### src/rtl/fetch_ir_unit_pkg.sv
// fetch_ir_unit_pkg: opcode, immediate-source, fault-cause and NOP constants shared by fetch and decode
package fetch_ir_unit_pkg;
  localparam logic [6:0] OPC_LOAD     = 7'b0000011;
  localparam logic [6:0] OPC_STORE    = 7'b0100011;
  localparam logic [6:0] OPC_BRANCH   = 7'b1100011;
  localparam logic [6:0] OPC_JAL      = 7'b1101111;
  localparam logic [6:0] OPC_JALR     = 7'b1100111;
  localparam logic [6:0] OPC_LUI      = 7'b0110111;
  localparam logic [6:0] OPC_AUIPC    = 7'b0010111;
  localparam logic [6:0] OPC_OP_IMM   = 7'b0010011;
  localparam logic [6:0] OPC_OP       = 7'b0110011;
  localparam logic [6:0] OPC_AMO      = 7'b0101111;
  localparam logic [6:0] OPC_SYSTEM   = 7'b1110011;
  localparam logic [6:0] OPC_MISC_MEM = 7'b0001111;
  localparam logic [2:0] IMMSRC_ITYPE = 3'd0;
  localparam logic [2:0] IMMSRC_STYPE = 3'd1;
  localparam logic [2:0] IMMSRC_BTYPE = 3'd2;
  localparam logic [2:0] IMMSRC_JTYPE = 3'd3;
  localparam logic [2:0] IMMSRC_UTYPE = 3'd4;
  localparam logic [1:0] FCAUSE_MISALIGN = 2'd0;
  localparam logic [1:0] FCAUSE_ACCESS   = 2'd1;
  localparam logic [1:0] FCAUSE_TIMEOUT  = 2'd2;
  localparam logic [31:0] INSTR_NOP = 32'h0000_0013;
endpackage

### src/rtl/fetch_ir_unit_if.sv
// fetch_ir_unit_if: instruction memory read port between the fetch unit and the memory/MMU
interface fetch_ir_unit_if;
  logic        mem_valid;
  logic [31:0] mem_addr;
  logic        mem_ready;
  logic [31:0] mem_rdata;
  logic        mem_fault;
  modport master (output mem_valid, mem_addr, input mem_ready, mem_rdata, mem_fault);
  modport slave (input mem_valid, mem_addr, output mem_ready, mem_rdata, mem_fault);
endinterface

### src/rtl/fetch_ir_unit_immsrc_predecode.sv
// immsrc_predecode: maps a 7-bit opcode to its immediate format; unknown opcodes fall back to I-type
module immsrc_predecode
  import fetch_ir_unit_pkg::*;
(
  input  logic [6:0] opcode,
  output logic [2:0] immsrc
);
  assign immsrc = opcode == OPC_STORE  ? IMMSRC_STYPE :
                  opcode == OPC_BRANCH ? IMMSRC_BTYPE :
                  opcode == OPC_JAL    ? IMMSRC_JTYPE :
                  (opcode == OPC_LUI || opcode == OPC_AUIPC) ? IMMSRC_UTYPE :
                  IMMSRC_ITYPE;
endmodule

### src/rtl/fetch_ir_unit.sv
// fetch_ir_unit: issues one instruction read per fetch request and latches instr, its PC and immsrc
module fetch_ir_unit
  import fetch_ir_unit_pkg::*;
#(
  parameter logic [31:0] RESET_VECTOR   = 32'h0000_0000,
  parameter int          TIMEOUT_CYCLES = 0,
  parameter int          TMO_W          = 16
) (
  input  logic            clk,
  input  logic            resetn,
  input  logic            fetch_start,
  input  logic [31:0]     pc_in,
  input  logic            flush,
  fetch_ir_unit_if.master bus,
  output logic [31:0]     instr,
  output logic [31:0]     old_pc,
  output logic [2:0]      immsrc,
  output logic            busy,
  output logic            fetch_done,
  output logic            fetch_fault,
  output logic [1:0]      fault_cause
);
  typedef enum logic {S_IDLE, S_WAIT} state_t;
  localparam bit TMO_EN = TIMEOUT_CYCLES > 0;
  localparam logic [TMO_W-1:0] TMO_LAST = TMO_W'(TIMEOUT_CYCLES - 1);
  state_t state_q, state_d;
  logic [31:0] addr_q, addr_d;
  logic [TMO_W-1:0] tmo_q, tmo_d;
  logic drop_q, drop_d, ir_we, done_d, fault_d;
  logic [1:0] cause_d;
  logic [2:0] pre_imm;
  immsrc_predecode u_predecode (.opcode(bus.mem_rdata[6:0]), .immsrc(pre_imm));
  assign bus.mem_valid = state_q == S_WAIT;
  assign bus.mem_addr  = addr_q;
  assign busy          = state_q == S_WAIT;
  always_comb begin
    state_d = state_q;
    addr_d  = addr_q;
    tmo_d   = tmo_q;
    drop_d  = drop_q;
    ir_we   = 1'b0;
    done_d  = 1'b0;
    fault_d = 1'b0;
    cause_d = fault_cause;
    if (state_q == S_IDLE) begin
      drop_d = 1'b0;
      tmo_d  = '0;
      if (fetch_start) begin
        fault_d = |pc_in[1:0];
        cause_d = fault_d ? FCAUSE_MISALIGN : fault_cause;
        state_d = fault_d ? S_IDLE : S_WAIT;
        addr_d  = fault_d ? addr_q : pc_in;
      end
    end else begin
      // a flush coinciding with mem_ready still drops the response
      drop_d = drop_q | flush;
      if (bus.mem_ready) begin
        state_d = S_IDLE;
        ir_we   = !drop_d && !bus.mem_fault;
        done_d  = ir_we;
        fault_d = !drop_d && bus.mem_fault;
        cause_d = fault_d ? FCAUSE_ACCESS : fault_cause;
      end else if (TMO_EN && tmo_q == TMO_LAST) begin
        state_d = S_IDLE;
        fault_d = !drop_d;
        cause_d = fault_d ? FCAUSE_TIMEOUT : fault_cause;
      end else begin
        tmo_d = TMO_EN ? tmo_q + 1'b1 : tmo_q;
      end
    end
  end
  always_ff @(posedge clk or negedge resetn) begin
    if (!resetn) begin
      state_q     <= S_IDLE;
      addr_q      <= '0;
      tmo_q       <= '0;
      drop_q      <= 1'b0;
      instr       <= INSTR_NOP;
      old_pc      <= RESET_VECTOR;
      immsrc      <= IMMSRC_ITYPE;
      fetch_done  <= 1'b0;
      fetch_fault <= 1'b0;
      fault_cause <= FCAUSE_MISALIGN;
    end else begin
      state_q     <= state_d;
      addr_q      <= addr_d;
      tmo_q       <= tmo_d;
      drop_q      <= drop_d;
      fetch_done  <= done_d;
      fetch_fault <= fault_d;
      fault_cause <= cause_d;
      if (ir_we) begin
        instr  <= bus.mem_rdata;
        old_pc <= addr_q;
        immsrc <= pre_imm;
      end
    end
  end
endmodule

### src/flat_wrapper.sv
// flat-port wrapper written by rule: the top's interface ports become plain ports
module fetch_ir_unit_flat import fetch_ir_unit_pkg::*;
#(
  parameter logic [31:0] RESET_VECTOR   = 32'h0000_0000,
  parameter int          TIMEOUT_CYCLES = 0,
  parameter int          TMO_W          = 16
)
  (clk, resetn, fetch_start, pc_in, flush, instr, old_pc, immsrc, busy, fetch_done, fetch_fault, fault_cause, bus_mem_valid, bus_mem_addr, bus_mem_ready, bus_mem_rdata, bus_mem_fault);
  fetch_ir_unit_if bus_i ();
  input  logic clk;
  input  logic resetn;
  input  logic fetch_start;
  input  logic [31:0] pc_in;
  input  logic flush;
  output logic [31:0] instr;
  output logic [31:0] old_pc;
  output logic [2:0] immsrc;
  output logic busy;
  output logic fetch_done;
  output logic fetch_fault;
  output logic [1:0] fault_cause;
  output wire logic [$bits(bus_i.mem_valid)-1:0] bus_mem_valid;
  output wire logic [$bits(bus_i.mem_addr)-1:0] bus_mem_addr;
  input wire logic [$bits(bus_i.mem_ready)-1:0] bus_mem_ready;
  input wire logic [$bits(bus_i.mem_rdata)-1:0] bus_mem_rdata;
  input wire logic [$bits(bus_i.mem_fault)-1:0] bus_mem_fault;
  assign bus_mem_valid = bus_i.mem_valid;
  assign bus_mem_addr = bus_i.mem_addr;
  assign bus_i.mem_ready = bus_mem_ready;
  assign bus_i.mem_rdata = bus_mem_rdata;
  assign bus_i.mem_fault = bus_mem_fault;
  fetch_ir_unit #(.RESET_VECTOR(RESET_VECTOR), .TIMEOUT_CYCLES(TIMEOUT_CYCLES), .TMO_W(TMO_W)) u_core (.clk(clk), .resetn(resetn), .fetch_start(fetch_start), .pc_in(pc_in), .flush(flush), .bus(bus_i), .instr(instr), .old_pc(old_pc), .immsrc(immsrc), .busy(busy), .fetch_done(fetch_done), .fetch_fault(fetch_fault), .fault_cause(fault_cause));
endmodule
### config.mk
export PLATFORM = sky130hd
export DESIGN_NAME = fetch_ir_unit_flat
export DESIGN_NICKNAME = d
export VERILOG_FILES = /design/src/rtl/fetch_ir_unit_pkg.sv /design/src/rtl/fetch_ir_unit_if.sv /design/src/rtl/fetch_ir_unit_immsrc_predecode.sv /design/src/rtl/fetch_ir_unit.sv /design/src/flat_wrapper.sv
export SDC_FILE = /design/constraint.sdc
export NUM_CORES = 1
export LEC_CHECK = 0
export CAP_MARGIN = 20
export CORE_ASPECT_RATIO = 1.4
export CORE_UTILIZATION = 35
export CTS_BUF_LIST = sky130_fd_sc_hd__clkbuf_8 sky130_fd_sc_hd__clkbuf_16
export DETAILED_ROUTE_END_ITERATION = 6
export GPL_ROUTABILITY_DRIVEN = 0
export HOLD_SLACK_MARGIN = 0.15
export PLACE_DENSITY = 0.68
export SLEW_MARGIN = 10
export SYNTH_ARGS = -nofsm -noshare
export SYNTH_HDL_FRONTEND = slang
export SYNTH_SLANG_ARGS = --single-unit
export TNS_END_PERCENT = 20
### constraint.sdc
create_clock -name clk -period 4.31 [get_ports clk]
set_input_delay 1.293 -clock clk [delete_from_list [all_inputs] [get_ports clk]]
set_output_delay 1.293 -clock clk [all_outputs]
set_load 0.005 [all_outputs]
==> summary by stage, run 1 <==
Yosys
After synthesis, the share of flip-flops with an asynchronous set or reset is between 90% and 100%. The main flop type after synthesis is sky130_fd_sc_hd__dfrtp_1. The number of flip-flops and latches in the synthesized netlist is about 100. The cell with the most instances after synthesis is sky130_fd_sc_hd__dfrtp_1. The sequential element share of the synthesized area is around 64%. The synthesized netlist devotes less than 1% of its cell area to compound gates. The post-synthesis cell count is about 240. The combinational family with the most area after synthesis is multiplexers. After synthesis, the most frequently instantiated cells are sky130_fd_sc_hd__dfrtp_1 (101), sky130_fd_sc_hd__mux2_2 (78), sky130_fd_sc_hd__mux2_4 (19). For this run, the number of Yosys warnings is 0. After Yosys synthesis, and, or, nand and nor cells account for between 2 and 3% of the synthesized area.

By area the synthesized netlist is led by sky130_fd_sc_hd__dfrtp_1 (62%), sky130_fd_sc_hd__mux2_2 (22%), sky130_fd_sc_hd__mux2_4 (7.0%). The net count after synthesis is 308. The synthesized netlist occupies a cell area of ~4100 µm².

The portion of synthesized area spent on multiplexers is between 20 and 30%. The mean cell area of the mapped netlist is approximately 17 µm². The cell taking the most area after synthesis is sky130_fd_sc_hd__dfrtp_1. After synthesis, the largest area contributor takes up slightly above 60% of total cell area. The synthesized netlist contains 25 unique library cells. After Yosys synthesis, XOR and XNOR cells account for less than 1% of the synthesized area. The post-synthesis adder-cell area fraction is 0%. The number of flops mapped to enable cells by yosys is 0.

Clocking
The CTS tree is built. The tree built by TritonCTS fans out to around 100 sinks. The hold-fix buffer count after cts is 0. In this run, CTS created clock tree buffers numbering 9. For the worst-skew pair, the clock arrives at the later sink with an insertion delay of ~0.34 ns.

The post-cts repair resize count is 0. The clock-pin transition on the worst setup and hold timing paths is roughly 0.060 ns. The maximum buffer depth of the clock tree is 2. In this run the clock root is driven by a sky130_fd_sc_hd__clkbuf_16. The number of levels in the clock H-tree is 3. The buffer count from post-CTS setup fixing is 0.

Placement
The count of buffers inserted at the top-level ports is between 150 and 200. The post-placement setup slack is between 0.9 and 1 ns. The placement-stage cell area is approximately 5900 µm².

Once detailed placement completed, the half-perimeter wirelength came to between 6 and 7 mm.

STA
The worst-margin pin slew is roughly 0.83 ns. The number of endpoints with negative hold slack in the final report is 0. Setup repair after global routing left no endpoint under its margin. Once routing completed, OpenROAD measured the worst setup slack at 1.31 ns. The clock skew is approximately 0.0073 ns. The fmax is around 0.33 GHz. Across all hold checks on the routed design, the worst slack comes to around 0.5 ns. For the finished layout, the period the worst path requires is around 3.0 ns. The share of the cycle needed by the critical path after routing is 69.6%. The max-slew headroom at the worst pin is around 44%. The final count of pins violating max slew came to 0.

The final count of negative-setup-slack endpoints is 0. The setup TNS after final layout is 0 ns.

Cells and area
The number of fill cells is 970. The sequential cells in the finished layout cover a total of 2610 µm². After routing the design area is around 6000 µm². The final net count is 483. From synthesis to final layout, the design area changed by 51.7%. The count of antenna diodes in the layout is 0. The fraction of layout instances using a drive strength above 1 is around 30%. The footprint of the multi-input gates is approximately 1300 µm².

Setup path
The maximum fanout along the worst path is 44. The element type at the critical path start is an input port. The capture point of the worst reg-to-reg path is u_core.instr[8]$_DFFE_PN0P_. The number of cells on the worst reg-to-reg path is 4. The data arrival time of the critical path is about 3.2 ns.

By startpoint and endpoint, the worst setup path is classified as in -> reg. The highest-delay cell along the critical path is sky130_fd_sc_hd__and4b_4. The setup slack of the worst register-to-register path is approximately 2.3 ns.

Traced cell by cell, the critical path runs through clkdlybuf4s50_1, nor2_1, and4b_4, buf_12, mux2_2. The cell family contributing the most delay on the critical path is simple AND/OR/NAND/NOR gates. The worst setup path is captured at a flip-flop. The count of buffering cells on the critical path with inverters included is 2. In this run the critical register-to-register path is launched from u_core.drop_q$_DFF_PN0_.

For the worst setup path, the data required time is 4.53 ns. The largest stage delay on the critical path is about 0.60 ns.

Global routing
The number of global-route vias before repair came to about 2.8k. The overflow left after global routing is 0. The overall track demand over capacity in global routing is ~15%. The global-route wire length before repair is 14.3 mm. The initial antenna violation count was 0. Entering global routing, the biggest net connects 66 pins.

Route
The pre-antenna-repair detailed-routing pass consisted of 4 iterations. After detailed routing, the number of vias per cell comes to roughly 4.7. In the routed design, unresolved DRC markers number 0.

The number of nets still failing antenna checks after routing is 0. For this block, the initial DRC count from the detailed router was 31. The final layout contains routed wiring with a total length of 9.03 mm. For this block, the via count after detailed routing is 2,619. The detailed-route wire length per cell is approximately 16 µm.

Min path
The min-delay analysis places its worst path in the category reg -> reg. The worst hold path begins at u_core.instr[22]$_DFFE_PN0P_. Along the worst hold path, the cell count comes to 1. The worst hold path endpoint is u_core.instr[22]$_DFFE_PN0P_.

Die
The die covers 12,100 µm². Row generation in the floorplan step produced 46 rows. The initial utilization of the core area, before any placement, comes to between 30% and 40%. The die is 130 µm tall. The core footprint is between 10,000 and 15,000 µm². During I/O placement, the number of pins put on the boundary was around 180. The horizontal die dimension is between 90 and 100 µm.

Power
The internal power summed over all cells is between 0.002 and 0.0025 W. Combinational cells account for 30.6% of the total power. The switching fraction of total power is around a quarter. The share of total power in sequential cells is around 45%. The net switching power is ~0.00075 W. Summed over all cells, the static leakage comes to 2.63 nW.

The clock network fraction of total power is between 20% and 30%. VDD sags by at most 0.232 mV. Dividing total power by cell area gives a power density of just over 500 nW/µm². Total power for the finished layout comes to 0.00311 W.

Outcome
The run finished with clean final reports.

Flow run
Max-cap violations in this run came to 0.
registers in the layout, summed over array words and instances (netlist names):
register / count
u_core.bus.mem_valid: 1
u_core.drop_q: 1
u_core.fault_cause: 1
u_core.instr: 32
u_core.fetch_done: 1
u_core.bus.mem_addr: 32
u_core.old_pc: 32
u_core.fetch_fault: 1
u_core.immsrc: 3
stage by stage:
| stage | std cells | util (%) |
|---|---|---|
| floorplan | 238 | - |
| global placement | 546 | 51.9 |
| detailed placement | 546 | 51.9 |
| CTS | 562 | 54.4 |
| global route | 562 | 54.4 |
| finish | 562 | 54.4 |
how the worst max path moves through the flow:
stage / startpoint / to / slack [ns] / cells after the start
after floorplan: flush / u_core.old_pc[13]$_DFFE_PN0P_ / 1.90 / 6
after global routing: flush / u_core.instr[31]$_DFFE_PN0P_ / 1.22 / 5
after global placement: flush / u_core.immsrc[1]$_DFFE_PN0P_ / 1.02 / 5
after CTS: flush / u_core.instr[5]$_DFFE_PN0P_ / 1.33 / 5
after detailed placement: flush / u_core.instr[5]$_DFFE_PN0P_ / 0.98 / 5
final: flush / u_core.instr[8]$_DFFE_PN0P_ / 1.31 / 5
cell type report:
class / count / area share [%]
timing repair buffer: 177 / 28.7
sequential: 104 / 42.2
inverter: 2 / 0.122
clock inverter: 5 / 0.527
tap: 144 / 2.92
clock buffer: 11 / 4.10
multi-input combinational: 119 / 21.4
power by group through the flow:
| stage | registers (W) | logic [W] | clock network (W) |
|---|---|---|---|
| after floorplan | 0.00141 | 0.000281 | 0 |
| after global placement | 0.00140 | 0.000951 | 0 |
| after detailed placement | 0.00141 | 0.000968 | 0 |
| after CTS | 0.00139 | 0.000972 | 0.000794 |
| after global routing | 0.00143 | 0.00102 | 0.000835 |
| final | 0.00139 | 0.000953 | 0.000768 |
layout by cell type (no fill, tap or decap):
cell	n
sky130_fd_sc_hd__clkdlybuf4s50_1	172
sky130_fd_sc_hd__dfrtp_1	101
sky130_fd_sc_hd__mux2_2	78
sky130_fd_sc_hd__mux2_4	19
sky130_fd_sc_hd__clkbuf_16	9
sky130_fd_sc_hd__buf_4	4
sky130_fd_sc_hd__nor2_1	3
sky130_fd_sc_hd__inv_1	3
sky130_fd_sc_hd__dfstp_2	3
sky130_fd_sc_hd__nand4_1	2
sky130_fd_sc_hd__a21oi_1	2
sky130_fd_sc_hd__nor2b_1	2
sky130_fd_sc_hd__clkinvlp_4	2
sky130_fd_sc_hd__clkbuf_8	2
sky130_fd_sc_hd__nand2b_4	1
sky130_fd_sc_hd__o21ai_0	1
sky130_fd_sc_hd__and2b_1	1
sky130_fd_sc_hd__nor3_4	1
sky130_fd_sc_hd__a21o_1	1
sky130_fd_sc_hd__and4b_4	1
sky130_fd_sc_hd__nand3_1	1
sky130_fd_sc_hd__or3_1	1
sky130_fd_sc_hd__nand4b_1	1
sky130_fd_sc_hd__nor3_1	1
sky130_fd_sc_hd__xor2_1	1
sky130_fd_sc_hd__nor3b_1	1
sky130_fd_sc_hd__conb_1	1
sky130_fd_sc_hd__clkinv_4	1
sky130_fd_sc_hd__clkinv_2	1
sky130_fd_sc_hd__buf_12	1
worst register-to-register path: cells and delay by family, from the launching register on:
kind          cells  cell delay [ns]
simple gates      2             0.77
buf+inv           1             0.32
mux               1             0.42
flops             1             0.36
per-layer routing:
metal	global-route usage [%]	vias to the layer above	wire (µm)
li1	-	1181	-
met2	25.9	107	4440
met3	3.99	15	644
met5	0	-	0
met1	18.6	1316	3740
met4	7.51	0	198
logic make-up after synthesis:
group                  after synthesis
AO/OA/AOI/OAI                        4
XOR/XNOR                             1
buffers and inverters               15
flip-flops                         104
multiplexers                        97
other                                1
AND/OR/NAND/NOR                     16
(Power assumes the default switching activity.)
==> inputs of run 2 (changes only) <==
--- a/config.mk
+++ b/config.mk
@@ -12,7 +12,7 @@
 export DETAILED_ROUTE_END_ITERATION = 6
 export GPL_ROUTABILITY_DRIVEN = 0
 export HOLD_SLACK_MARGIN = 0.15
-export PLACE_DENSITY = 0.68
+export PLACE_DENSITY = 0.71
 export SLEW_MARGIN = 10
 export SYNTH_ARGS = -nofsm -noshare
 export SYNTH_HDL_FRONTEND = slang
==> constraint.sdc (replaced) <==
create_clock -name clk -period 2.7 [get_ports clk]
set_input_delay 0.81 -clock clk [delete_from_list [all_inputs] [get_ports clk]]
set_output_delay 0.81 -clock clk [all_outputs]
set_load 0.005 [all_outputs]
==> summary by stage, run 2 (synthesis gave the netlist of run 1 again) <==
Outcome
The run finished with clean final reports.

STA
The worst-case hold slack is 0.389 ns (-0.117 ns). The number of endpoints with negative hold slack in the final report is 0 (unchanged). For this run, the top clock speed supported by timing is 0.460 GHz. The time the final worst path needs with I/O delays and setup is 2.18 ns. Setup repair after global routing left no endpoint under its margin. The final count of negative-setup-slack endpoints was 0 (unchanged). The setup TNS after final layout is 0 ns (unchanged). The final critical-path setup slack is 0.524 ns (-0.787 ns). The clock skew was 0.00357 ns (-0.00371 ns). The final count of pins violating max slew was 0 (unchanged). The share of the cycle needed by the critical path after routing is slightly above 80%.

Placement
The count of buffers inserted at the top-level ports came to 173 (unchanged). The detailed-placement wirelength estimate is 6.39 mm (+0.96%). The post-placement setup slack came to 0.250 ns (-0.730 ns). The count of placed standard cells including taps was 548 (+0.37%).

Setup path
The count of buffering cells on the critical path with inverters included is 1 (-1). The data arrival time of the critical path is 1.37 ns (-1.85 ns). The signal on the critical path passes through clkdlybuf4s50_1. Among all stages on the critical path, the largest delay is contributed by sky130_fd_sc_hd__dfstp_2. The startpoint identified for the worst register-to-register timing path is u_core.drop_q$_DFF_PN0_. Broken down by cell family, the worst path's largest delay share belongs to flip-flops. STA classifies the critical path endpoint as an output port. The count of cell instances traversed by the critical path is 1 (-4). The kind of critical path is reg -> out. The setup slack of the worst register-to-register path is 1.13 ns (-1.20 ns). The required time of the critical path came to 1.89 ns (-2.64 ns). The element type at the critical path start is a flip-flop. The maximum fanout along the worst path is 2 (-95%). The capture point of the worst reg-to-reg path is u_core.old_pc[31]$_DFFE_PN0P_. Following the worst setup path forward leads to its endpoint at instr[0].

The depth of the most critical reg-to-reg path is 4 (unchanged). The critical path launch point is u_core.instr[0]$_DFFE_PN1P_. The largest stage delay on the critical path is 0.53 ns (-0.07 ns).

Clocking
The clock-pin transition on the worst setup and hold timing paths is 0.07 ns (about the same). The number of clock sinks is 104 (unchanged). The number of clock buffers inserted by TritonCTS is 9 (unchanged). The hold-fix buffer count after cts was 0 (unchanged). The number of levels in the clock H-tree came to 3 (unchanged). The post-cts repair resize count is 0 (unchanged). The library cell used as clock root buffer is sky130_fd_sc_hd__clkbuf_16. The later-pin clock latency in the skew report was 0.33 ns (about the same). The CTS tree is built.

The maximum buffer depth of the clock tree is 2 (unchanged). The buffer count from post-CTS setup fixing is 0 (unchanged).

Power
The switching fraction of total power is 23.2% (-0.90 points). The portion of total power attributed to combinational logic is 30.1% (-0.5 points). The largest voltage drop on the vdd net is 0.443 mV (+91%). The power per cell area was 806 nW/µm² (+60%). The net switching power came to 0.00116 W (+56%). The share of total power in sequential cells is 44.3% (-0.4 points).

The standby leakage power is 2.67 nW (+1.5%). The internal power summed over all cells is 0.00386 W (+64%). The clock network fraction of total power was 25.6% (+0.9 points).

Die
The core footprint is 11,300 µm² (unchanged). The height of the die came to 130 µm (unchanged). The floorplan die area is 12,100 µm² (unchanged). The placement row count was 46 (unchanged). The number of top-level pins is 175 (unchanged). The horizontal die dimension came to 93.1 µm (unchanged). The starting density of the core was 35.9% (unchanged).

Min path
In this run the worst hold path is classified as in -> async.

Cells and area
The count of antenna diodes in the layout is 0 (unchanged). The fraction of layout instances using a drive strength above 1 came to 29.5% (+0.098 points). The final standard cell count with taps included and fillers excluded came to 564 (+0.36%). The synthesis-to-finish area growth is 53.3%. The number of fill cells is 972 (+0.21%).

In the layout the commonest cells are sky130_fd_sc_hd__clkdlybuf4s50_1 (172), sky130_fd_sc_hd__dfrtp_1 (101), sky130_fd_sc_hd__mux2_2 (78), sky130_fd_sc_hd__mux2_4 (19), sky130_fd_sc_hd__clkbuf_16 (9). The most frequent standard cell in the layout excluding fill and tap cells is sky130_fd_sc_hd__clkdlybuf4s50_1. The final net count was 485 (+0.41%).

Global routing
The overall track demand over capacity in global routing is 15.2% (-0.28 points). The maximum number of pins on one net before global-route repair is 44 (-33%). The initial antenna violation count came to 1 (+1). The number of global-route vias before repair came to 2,753 (-1.1%). The overflow left after global routing is 0 (unchanged).

The global-route wire length before repair is 13.9 mm (-2.4%).

Route
The routed via count divided by cell count is 4.63 (-0.66%). The final wirelength came to 8.75 mm (-3.0%). The number of vias after detailed routing is 2,611 (-0.31%). The number of DRC violations after detailed routing is 0 (unchanged). The first-pass iteration count of the detailed router is 4 (unchanged). The number of nets still failing antenna checks after routing is 0 (unchanged). The detailed-route wire length per cell is 15.5 µm (-3.4%). The violation count after the first detailed-routing iteration is 42 (+35%).

Flow run
The number of max-cap violations was 0 (unchanged).
==> run 2: worst min-delay path by stage <==
stage / to / cells after the start
2_1_floorplan: u_core.bus.mem_addr[0]$_DFFE_PN0P_ / 1
3_3_place_gp: u_core.instr[12]$_DFFE_PN0P_ / 1
3_5_place_dp: u_core.instr[18]$_DFFE_PN0P_ / 1
4_1_cts: u_core.instr[31]$_DFFE_PN0P_ / 1
5_1_grt: u_core.instr[10]$_DFFE_PN0P_ / 1
6_report: u_core.instr[10]$_DFFE_PN0P_ / 1
==> run 2: layer usage <==
layer / up-vias / track usage (%) / wire, µm
li1: 1186 / - / -
met1: 1304 / 17.5 / 3400
met2: 105 / 25.6 / 4540
met3: 14 / 5.81 / 663
met4: 2 / 5.61 / 147
met5: - / 0 / 10
==> run 2: stage by stage <==
stage,util (%),total power (W),cell area [µm²]
2_1_floorplan,-,0.00270,4070
3_3_place_gp,52.4,0.00375,5940
3_5_place_dp,52.4,0.00379,5940
4_1_cts,55.0,0.00511,6240
5_1_grt,55.0,0.00531,6240
6_report,55.0,0.00503,6240
==> run 2: final cells by class <==
cell class	count	area (µm²)	area share, %
Timing Repair Buffer	179	1820	29.2
Multi-Input combinational cell	119	1320	21.1
Sequential cell	104	2610	41.8
Clock inverter	5	47.5	0.762
Tap cell	144	180	2.89
Inverter	2	7.51	0.120
Clock buffer	11	253	4.05
==> run 2: power by group through the flow <==
| stage | registers, W | logic, W | clock network (W) |
|---|---|---|---|
| 6_report | 0.00222 | 0.00152 | 0.00129 |
| 3_3_place_gp | 0.00223 | 0.00152 | 0 |
| 3_5_place_dp | 0.00226 | 0.00154 | 0 |
| 4_1_cts | 0.00223 | 0.00154 | 0.00133 |
| 2_1_floorplan | 0.00226 | 0.000449 | 0 |
| 5_1_grt | 0.00229 | 0.00163 | 0.00140 |
==> inputs of run 3 (changes only) <==
--- a/config.mk
+++ b/config.mk
@@ -12,7 +12,7 @@
 export DETAILED_ROUTE_END_ITERATION = 6
 export GPL_ROUTABILITY_DRIVEN = 0
 export HOLD_SLACK_MARGIN = 0.15
-export PLACE_DENSITY = 0.71
+export PLACE_DENSITY = 0.68
 export SLEW_MARGIN = 10
 export SYNTH_ARGS = -nofsm -noshare
 export SYNTH_HDL_FRONTEND = slang
==> constraint.sdc (replaced) <==
create_clock -name clk -period 2.2 [get_ports clk]
set_input_delay 0.66 -clock clk [delete_from_list [all_inputs] [get_ports clk]]
set_output_delay 0.66 -clock clk [all_outputs]
set_load 0.005 [all_outputs]
==> summary by stage, run 3 (synthesis gave the netlist of run 1 again) <==
Outcome
The flow ran to the end, and the final reports show no timing, DRC or antenna violations.

Setup path
STA classifies the critical path startpoint as a flip-flop. The count of cell instances traversed by the critical path is 1 (unchanged). The largest stage delay on the critical path came to 0.53 ns (about the same). The largest individual stage delay along the critical path comes from the cell sky130_fd_sc_hd__dfstp_2. The data arrival time of the critical path is 1.37 ns (about the same). The required time of the critical path is 1.54 ns (-0.35 ns). The signal on the critical path passes through clkdlybuf4s50_1. The maximum fanout along the worst path is 2 (unchanged). The kind of critical path is reg -> out. The depth of the most critical reg-to-reg path was 4 (unchanged).

Among cell families on the critical path, the largest total delay comes from flip-flops. STA classifies the critical path endpoint as an output port. The count of buffering cells on the critical path with inverters included is 1 (unchanged).

The endpoint identified for the worst register-to-register timing path is u_core.immsrc[1]$_DFFE_PN0P_. The beginning of the worst register-to-register path is u_core.drop_q$_DFF_PN0_. The setup slack of the worst register-to-register path was 0.65 ns (-0.48 ns).

STA
The final critical-path setup slack is 0.169 ns (-0.355 ns). In this run the tightest slew margin relative to its limit is approximately 62%. The fmax is 0.492 GHz. The final count of negative-setup-slack endpoints is 0 (unchanged).

Setup repair after global routing left no endpoint under its margin. The clock skew was 0.00694 ns (+0.00337 ns). The share of the cycle needed by the critical path after routing is 92.3%. The worst-margin pin slew is around 0.56 ns. The number of endpoints with negative hold slack in the final report is 0 (unchanged). The setup TNS after final layout is 0 ns (unchanged). The routed design could run at a clock period as short as ~2 ns. The final count of pins violating max slew came to 0 (unchanged).

Placement
The count of buffers inserted at the top-level ports is 173 (unchanged). The post-placement setup slack came to -0.0840 ns (-0.334 ns). The detailed-placement wirelength estimate is 6.70 mm (+4.9%).

Clocking
The number of clock sinks was 104 (unchanged). The maximum buffer depth of the clock tree came to 2 (unchanged). The clock-pin transition on the worst setup and hold timing paths is 0.06 ns (about the same).

TritonCTS built the clock tree. The post-cts repair resize count is 0 (unchanged). The later-pin clock latency in the skew report was 0.34 ns (about the same).

The library cell used as clock root buffer is sky130_fd_sc_hd__clkbuf_16. The hold-fix buffer count after cts is 0 (unchanged). The buffer count from post-CTS setup fixing is 0 (unchanged).

The number of levels in the clock H-tree came to 3 (unchanged). The number of clock buffers inserted by TritonCTS is 9 (unchanged).

Cells and area
The number of fill cells is 931 (-4.2%). The count of antenna diodes in the layout is 0 (unchanged). The final net count was 491 (+1.2%). The fraction of layout instances using a drive strength above 1 is 30.5% (+0.99 points).

Leaving out fill and tap cells, the most frequent cells in the layout are sky130_fd_sc_hd__clkdlybuf4s50_1 (172), sky130_fd_sc_hd__dfrtp_1 (101), sky130_fd_sc_hd__mux2_2 (78), sky130_fd_sc_hd__mux2_4 (19), sky130_fd_sc_hd__clkbuf_16 (9). The synthesis-to-finish area growth is 54.8%. Leaving out fill and tap cells, the most frequent cell in the layout is sky130_fd_sc_hd__clkdlybuf4s50_1.

Global routing
The initial antenna violation count is 0 (-1). The maximum number of pins on one net before global-route repair is 43 (-2.3%). The overflow left after global routing came to 0 (unchanged). The number of global-route vias before repair came to 2,786 (+1.2%). The overall track demand over capacity in global routing is 15.3% (+0.12 points).

The global-route wire length before repair is 14.1 mm (+1.0%).

Min path
The class of the tightest hold or removal check is in -> async.

Die
The placement row count is 46 (unchanged). The height of the die is 130 µm (unchanged). The starting density of the core is 35.9% (unchanged). The number of top-level pins is 175 (unchanged).

The floorplan die area came to 12,100 µm² (unchanged). The horizontal die dimension is 93.1 µm (unchanged). The core footprint is 11,300 µm² (unchanged).

Route
The routed via count divided by cell count is 4.66 (+0.69%). The number of vias after detailed routing is 2,657 (+1.8%). The number of DRC violations after detailed routing came to 0 (unchanged). The detailed-route wire length per cell is 16.0 µm (+2.8%).

The final wirelength is 9.10 mm (+3.9%). The first-pass iteration count of the detailed router was 4 (unchanged). The violation count after the first detailed-routing iteration was 50 (+19%).

The number of nets still failing antenna checks after routing is 0 (unchanged).

Power
The total power of the final layout was 0.00620 W (+23%). The power per cell area is 985 nW/µm² (+22%). The largest voltage drop on the vdd net is 0.410 mV (-7.5%). The standby leakage power is 2.71 nW (+1.3%).

Flow run
The number of max-cap violations was 0 (unchanged).
-- run 3: changes by cell type in the layout (fill, tap and decap cells not counted) --
cell / delta
sky130_fd_sc_hd__buf_12: +1
sky130_fd_sc_hd__buf_4: +5
-- run 3: worst max path at each step --
stage,start,slack (ns),to
after detailed placement,flush,-0.08,u_core.immsrc[2]$_DFFE_PN0P_
after CTS,u_core.instr[1]$_DFFE_PN1P_,0.14,instr[1]
after global routing,u_core.instr[1]$_DFFE_PN1P_,0.13,instr[1]
final,u_core.instr[1]$_DFFE_PN1P_,0.17,instr[1]
after floorplan,flush,0.42,u_core.old_pc[13]$_DFFE_PN0P_
after global placement,flush,-0.04,u_core.old_pc[4]$_DFFE_PN0P_
-- run 3: cell type report --
class,count,area [µm²],share of cell area (%)
timing repair buffer,185,1880,29.9
sequential,104,2610,41.4
tap,144,180,2.86
multi-input combinational,119,1320,21.0
clock inverter,5,47.5,0.755
clock buffer,11,253,4.02
inverter,2,7.51,0.119
-- run 3: metrics by stage --
| step | std cells | utilization (%) | area, µm² | hold WS (ns) |
|---|---|---|---|---|
| global route | 570 | 55.5 | 6290 | 0.350 |
| floorplan | 238 | - | 4070 | 0.364 |
| global placement | 554 | 52.9 | 5990 | 0.489 |
| CTS | 570 | 55.5 | 6290 | 0.325 |
| finish | 570 | 55.5 | 6290 | 0.310 |
| detailed placement | 554 | 52.9 | 5990 | 0.495 |
-- run 3: power by group --
| group | internal, W | switching, W |
|---|---|---|
| registers | 0.00243 | 0.000299 |
| logic | 0.00139 | 0.000492 |
| clock network | 0.000932 | 0.000662 |
| total | 0.00475 | 0.00145 |
-- run 3: per-layer routing --
layer | track usage [%] | vias to the layer above | part of all wire (%) | wire length [µm]
li1 | - | 1199 | - | -
met1 | 18.0 | 1344 | 41 | 3710
met2 | 26.5 | 105 | 51 | 4650
met3 | 4.17 | 9 | 6.5 | 589
met4 | 6.06 | 0 | 1.6 | 146
met5 | 0 | - | 0 | 0
